### src/rtl/arduino_link_rx_if.sv
// rtl/arduino_link_rx_if.sv - Arduino-to-FPGA link signal bundle
//   rx        : serial line from the Arduino (idle high)
//   PC        : latched game mode
//   interrupt : one-cycle cell/restart code
//   frame_err : one-cycle error pulse
//   busy      : receiver is mid-frame
// slave is the receiver side, master is the pin/stimulus side.
interface arduino_link_rx_if;
    logic       rx;
    logic [1:0] PC;
    logic [3:0] interrupt;
    logic       frame_err;
    logic       busy;

    modport master (output rx, input PC, interrupt, frame_err, busy);
    modport slave  (input rx, output PC, interrupt, frame_err, busy);
endinterface

### src/rtl/arduino_link_rx.sv
// rtl/arduino_link_rx.sv - 8N1 UART receiver decoding Arduino board frames
//   clk   : system clock
//   Reset : asynchronous, active-high reset
//   link  : arduino_link_rx_if.slave (rx in; PC, interrupt, frame_err, busy out)
module arduino_link_rx #(
    parameter int CLKS_PER_BIT = 5208
) (
    input  logic               clk,
    input  logic               Reset,
    arduino_link_rx_if.slave   link
);
    localparam int CW = $clog2(CLKS_PER_BIT);
    typedef logic [CW-1:0] cnt_t;
    localparam cnt_t HALF_CNT = cnt_t'(CLKS_PER_BIT / 2 - 1);
    localparam cnt_t FULL_CNT = cnt_t'(CLKS_PER_BIT - 1);

    typedef enum logic [2:0] {IDLE, START, DATA, STOP, DECODE} state_t;

    state_t     state_q, state_d;
    logic       sync1_q, sync1_d, sync2_q, sync2_d, hist_q, hist_d;
    logic [1:0] arm_q, arm_d;
    cnt_t       cnt_q, cnt_d;
    logic [2:0] bit_q, bit_d;
    logic [7:0] shift_q, shift_d;
    logic [1:0] pc_q, pc_d;
    logic [3:0] intr_q, intr_d;
    logic       ferr_q, ferr_d;
    logic       start_edge;
    logic       tick;

    always_ff @(posedge clk or posedge Reset) begin
        if (Reset) begin
            state_q <= IDLE;
            sync1_q <= 1'b1;
            sync2_q <= 1'b1;
            hist_q  <= 1'b1;
            arm_q   <= 2'd0;
            cnt_q   <= '0;
            bit_q   <= 3'd0;
            shift_q <= 8'd0;
            pc_q    <= 2'd0;
            intr_q  <= 4'd0;
            ferr_q  <= 1'b0;
        end else begin
            state_q <= state_d;
            sync1_q <= sync1_d;
            sync2_q <= sync2_d;
            hist_q  <= hist_d;
            arm_q   <= arm_d;
            cnt_q   <= cnt_d;
            bit_q   <= bit_d;
            shift_q <= shift_d;
            pc_q    <= pc_d;
            intr_q  <= intr_d;
            ferr_q  <= ferr_d;
        end
    end

    always_comb begin
        sync1_d = link.rx;
        sync2_d = sync1_q;
        hist_d  = sync2_q;
        // The synchroniser and history flops hold reset-forced ones for a few
        // cycles after release; edges are ignored until real line samples
        // have reached both, so a line held low across reset is not a start.
        arm_d      = (arm_q == 2'd3) ? arm_q : arm_q + 2'd1;
        start_edge = (arm_q == 2'd3) && hist_q && !sync2_q;
        tick       = (cnt_q == '0);

        state_d = state_q;
        cnt_d   = cnt_q;
        bit_d   = bit_q;
        shift_d = shift_q;
        pc_d    = pc_q;
        intr_d  = 4'd0;
        ferr_d  = 1'b0;

        case (state_q)
            IDLE: begin
                if (start_edge) begin
                    state_d = START;
                    cnt_d   = HALF_CNT;
                end
            end
            START: begin
                if (!tick) begin
                    cnt_d = cnt_q - cnt_t'(1);
                end else if (!sync2_q) begin
                    state_d = DATA;
                    cnt_d   = FULL_CNT;
                    bit_d   = 3'd0;
                end else begin
                    state_d = IDLE;
                end
            end
            DATA: begin
                if (!tick) begin
                    cnt_d = cnt_q - cnt_t'(1);
                end else begin
                    shift_d = {sync2_q, shift_q[7:1]};
                    cnt_d   = FULL_CNT;
                    if (bit_q == 3'd7) state_d = STOP;
                    else               bit_d   = bit_q + 3'd1;
                end
            end
            STOP: begin
                if (!tick) begin
                    cnt_d = cnt_q - cnt_t'(1);
                end else if (sync2_q) begin
                    state_d = DECODE;
                end else begin
                    ferr_d  = 1'b1;
                    state_d = IDLE;
                end
            end
            DECODE: begin
                case (shift_q[7:6])
                    2'b00: begin
                        if (shift_q[5:2] == 4'd0 && shift_q[1:0] != 2'b11) pc_d = shift_q[1:0];
                        else                                             ferr_d = 1'b1;
                    end
                    2'b01: begin
                        if (shift_q[5:4] == 2'd0 && shift_q[3:0] != 4'd0 && shift_q[3:0] <= 4'd9)
                            intr_d = shift_q[3:0];
                        else
                            ferr_d = 1'b1;
                    end
                    2'b10: begin
                        pc_d   = 2'd0;
                        intr_d = 4'hF;
                    end
                    default: ferr_d = 1'b1;
                endcase
                // A back-to-back start edge may land in this cycle.
                if (start_edge) begin
                    state_d = START;
                    cnt_d   = HALF_CNT;
                end else begin
                    state_d = IDLE;
                end
            end
            default: state_d = IDLE;
        endcase
    end

    assign link.PC        = pc_q;
    assign link.interrupt = intr_q;
    assign link.frame_err = ferr_q;
    assign link.busy      = (state_q != IDLE);
endmodule

### src/flat_wrapper.sv
// flat-port wrapper written by rule: the top's interface ports become plain ports
module arduino_link_rx_flat 
#(
    parameter int CLKS_PER_BIT = 5208
)
  (clk, Reset, link_rx, link_PC, link_interrupt, link_frame_err, link_busy);
  arduino_link_rx_if link_i ();
  input  logic clk;
  input  logic Reset;
  input wire logic [$bits(link_i.rx)-1:0] link_rx;
  output wire logic [$bits(link_i.PC)-1:0] link_PC;
  output wire logic [$bits(link_i.interrupt)-1:0] link_interrupt;
  output wire logic [$bits(link_i.frame_err)-1:0] link_frame_err;
  output wire logic [$bits(link_i.busy)-1:0] link_busy;
  assign link_i.rx = link_rx;
  assign link_PC = link_i.PC;
  assign link_interrupt = link_i.interrupt;
  assign link_frame_err = link_i.frame_err;
  assign link_busy = link_i.busy;
  arduino_link_rx #(.CLKS_PER_BIT(CLKS_PER_BIT)) u_core (.clk(clk), .Reset(Reset), .link(link_i));
endmodule
### config.mk
export PLATFORM = sky130hd
export DESIGN_NAME = arduino_link_rx_flat
export DESIGN_NICKNAME = d
export VERILOG_FILES = /design/src/rtl/arduino_link_rx_if.sv /design/src/rtl/arduino_link_rx.sv /design/src/flat_wrapper.sv
export SDC_FILE = /design/constraint.sdc
export NUM_CORES = 1
export LEC_CHECK = 0
export BUFFER_PORTS_ARGS = -buffer_cell sky130_fd_sc_hd__buf_2
export CAP_MARGIN = 10
export CORE_MARGIN = 1.5
export CORE_UTILIZATION = 54
export DETAILED_ROUTE_END_ITERATION = 16
export GPL_TIMING_DRIVEN = 0
export HOLD_SLACK_MARGIN = 0.08
export PLACE_DENSITY = 0.75
export RECOVER_POWER = 50
export REMOVE_ABC_BUFFERS = 1
export SLEW_MARGIN = 20
export SYNTH_ARGS = -nofsm -noshare
export SYNTH_HDL_FRONTEND = slang
export SYNTH_SLANG_ARGS = --single-unit
### constraint.sdc
create_clock -name clk -period 2 [get_ports clk]
set_clock_uncertainty 0.2 [all_clocks]
set_input_delay 0.1 -clock clk [delete_from_list [all_inputs] [get_ports clk]]
set_output_delay 0.1 -clock clk [all_outputs]
set_load 0.01 [all_outputs]
==> results.md <==
* Initial antenna violation count at 0
* CTS clk-pin slew, worst paths at roughly 0.08 ns
* Final min period at roughly 2.1 ns
* Pin count of the biggest net entering global routing at 30
* RePlAce Congestion at between 0.7 and 0.8
* Final setup fails at 16
* Worst-path cell chain: inv_2, ha_4, nor4b_4, nor2b_4, a31oi_4, buf_12, a22o_1
* Slew margin rel. at around 52%
* Die width at between 60 and 70 um
* Initial core utilization at 55.96%
* Origin of the worst setup path: u_core.cnt_q[0]
* Sequential area share after synthesis at between 40% and 50%
* Sink Count at 39
* Layout fillers at ~250
* Ys flop type: dfrtp_1
* Antenna cells at 0
* Status: complete, but fails checks
* Area delta synth->final at 33.78%
* Vias in the first global route at 1,680
* Cts bufs inserted at 5
* First-pass DRT Iterations at 4
* Reg area at just under 0.001 mm2
* Die area at ~0.0041 mm2
* Fmax at between 400 and 500 MHz
* Buffers on Ports at 10
* CP arrival at 2.07 ns
* GRT Total Usage at 25.06%
* Average wire per standard cell at between 15 and 20 um
* Reg-to-Reg Start: u_core.cnt_q[0]
* CTS tree: done
* Hold Path Class: in2async
* Later-pin clock latency in the skew report at a little under 0.3 ns
* Worst vdd ir at about 0.00047 V
* Congestion Overflow GR at 0
* Post-route ant nets at 0
* Core Area at approximately 0.0036 mm2
* Dpl cell area at around 0.0021 mm2
* Multi-input logic area at approximately 0.0012 mm2
* Final WS setup at -0.08497 ns
* Number of synthesized flops with an enable pin at 0
* Synthesized area at 0.002033 mm2
* H-tree depth at 2
* Clk buf depth at 2
* RSZ-0062 raised after global routing: true
* Worst Tran Pin Value at approximately 0.72 ns
* Vias after detailed routing at ~1,800
* Post-Syn Instances at between 150 and 200
* Root Driver: clkbuf_8
* Final Hold Vio Count at 0
* CP max stage cell: dfrtp_1
* Max Slew Vio Count at 0
* Leak at 1.186 nW
* Vias per Instance at approximately 6.3
* Row count at 22
* #FFs+latches synth at 39
* Residual DRC at 0
* CP Capture Type: flip-flop
* Layout cells sized above 1 at between 40% and 50%
* Max_cap viols at 0
* Power per cell area at 845.2 mW/mm2
* First-pass GRT wire length at around 8000 um
* Die Height at 64.36 um
* IO Pins at 11
* Fin area at 0.002720 mm2
* Number of DRC markers in iteration 0 at 227
* Syn Area/Cell at between 10 and 15 um2
* DRT Wirelength at 5377 um
* Crit Path Class: reg2reg
* FFs w/ async S/R, synth at 100.0%
* Startpoint Class: flip-flop
* Yosys warning count at 0
* Max stage delay on crit path at between 0.4 and 0.5 ns
* Failing checks: negative setup slack
* Total Nets Final at about 250
* Worst Path Buf+Inv at 2
* CP max FO at 5
* Tot Pwr at approximately 2.3 mW
* Final worst-path cycle share at 104.2%
* Detailed Place HPWL at ~2700 um
* Crit path max-delay family: simple AND/OR/NAND/NOR gates
* Synth cell types at between 40 and 50
* Worst Path Required at around 2.0 ns
[what timing repair did]
item,in CTS,in global routing
hold buffers,2,0
endpoints found under the setup margin,27,28
hold endpoints to repair,40,0
pin swaps,8,12
cloned,2,0
gates resized for setup,30,30
setup buffers,6,24
[area by class of cell]
type / instances / area share (%)
Sequential cell: 39 / 36.25
Clock buffer: 7 / 2.806
Multi-Input combinational cell: 146 / 45.95
Timing Repair Buffer: 43 / 11.91
Clock inverter: 1 / 0.1840
Tap cell: 48 / 2.208
Inverter: 5 / 0.6900
[synth_stat cells, drive strengths merged, types with 2 or more instances]
library cell,count,area share [%]
a31oi,5,1.5
o311ai,3,1.3
nand2b,2,0.62
mux2,8,5.4
ha,8,4.9
dfstp,3,3.9
o41ai,2,0.86
nor4,4,2.0
o21ai,16,3.9
a21oi,6,1.5
or3,3,1.2
buf,6,2.0
nor4b,2,1.2
nor2b,4,1.4
o31ai,6,2.2
nor3b,2,0.74
dfrtp,36,44
a22o,2,0.86
o2bb2ai,2,0.86
nor3,5,1.2
nand3b,3,1.1
a21boi,2,0.74
inv,5,0.92
nand2,18,3.3
nand3,7,1.7
nor2,21,4.2
[cell usage in the layout (no fill, tap or decap), types with 4 or more instances in the layout]
cell,synthesis,routed
nand3_1,7,6
a31oi_1,5,4
o21ai_1,0,5
nor3_1,5,4
nand2_1,18,14
dfrtp_1,36,31
a21oi_1,6,6
buf_4,2,26
ha_1,8,6
clkbuf_8,0,5
buf_2,3,10
nor2_1,20,17
dfrtp_2,0,5
nand2_2,0,4
o21ai_0,16,9
mux2_4,5,5
[path summary, 6_finish.rpt]
check,endpoint,slack (ns),cells after the start
setup / recovery,u_core.cnt_q[3],-0.08,7
hold / removal,u_core.cnt_q[5],0.14,3
setup reg to reg,u_core.cnt_q[3],-0.08,7
hold reg to reg,u_core.hist_d,0.16,0
max in group asynchronous,u_core.state_q[1],0.35,4
min in group clk,u_core.hist_d,0.16,0
[flip-flops by register name, indices dropped and copies added, names as in the netlist, 2 cells and up]
signal                 cells
u_core.arm_q               2
u_core.bit_q               3
u_core.cnt_q              13
u_core.link.PC             2
u_core.link.interrupt      4
u_core.shift_q             8
u_core.state_q             3
[stage by stage]
| stage | hold WS [ns] | cells | TNS [ns] | util, % | setup WS (ns) |
|---|---|---|---|---|---|
| after floorplan | -0.09552 | 188 | -1.863 | - | -0.2172 |
| after global placement | 0.005564 | 246 | -9.706 | 57.75 | -0.6500 |
| after detailed placement | -0.1502 | 247 | -11.69 | 58.30 | -0.7762 |
| after CTS | 0.08180 | 265 | -0.8714 | 67.15 | -0.09622 |
| after global routing | 0.1670 | 289 | -1.738 | 74.86 | -0.1274 |
| final | 0.1383 | 289 | -0.5608 | 74.86 | -0.08497 |
[worst register-to-register path, stage by stage (launching register included)]
cell and delay (ns):
dfrtp_1 0.42, inv_2 0.09, ha_4 0.17, nor4b_4 0.25, nor2b_4 0.29, a31oi_4 0.18, buf_12 0.17, a22o_1 0.20
[metal layers]
layer	global-route usage [%]	part of all wire, %	up-vias
met1	31.35	43	923
met2	41.93	51	65
met5	0	0	-
met4	8.777	1.4	0
li1	-	-	818
met3	6.514	4.7	6
[kinds of logic (layout without fill, tap and decap cells)]
logic type | count (synthesis) | count (layout) | synth area share, %
flip-flops | 39 | 39 | 48.18
multiplexers | 9 | 9 | 5.846
buffers and inverters | 12 | 56 | 3.138
AO/OA/AOI/OAI | 50 | 51 | 16.31
AND/OR/NAND/NOR | 76 | 77 | 21.17
XOR/XNOR | 1 | 1 | 0.4308
adder cells (fa/ha/maj) | 8 | 8 | 4.923
[power by group]
group | total [mW] | switching [mW] | internal, mW
registers | 1.00 | 0.129 | 0.872
clock network | 0.513 | 0.268 | 0.245
logic | 0.785 | 0.392 | 0.393
total | 2.30 | 0.789 | 1.51
(Power assumes the default switching activity.)
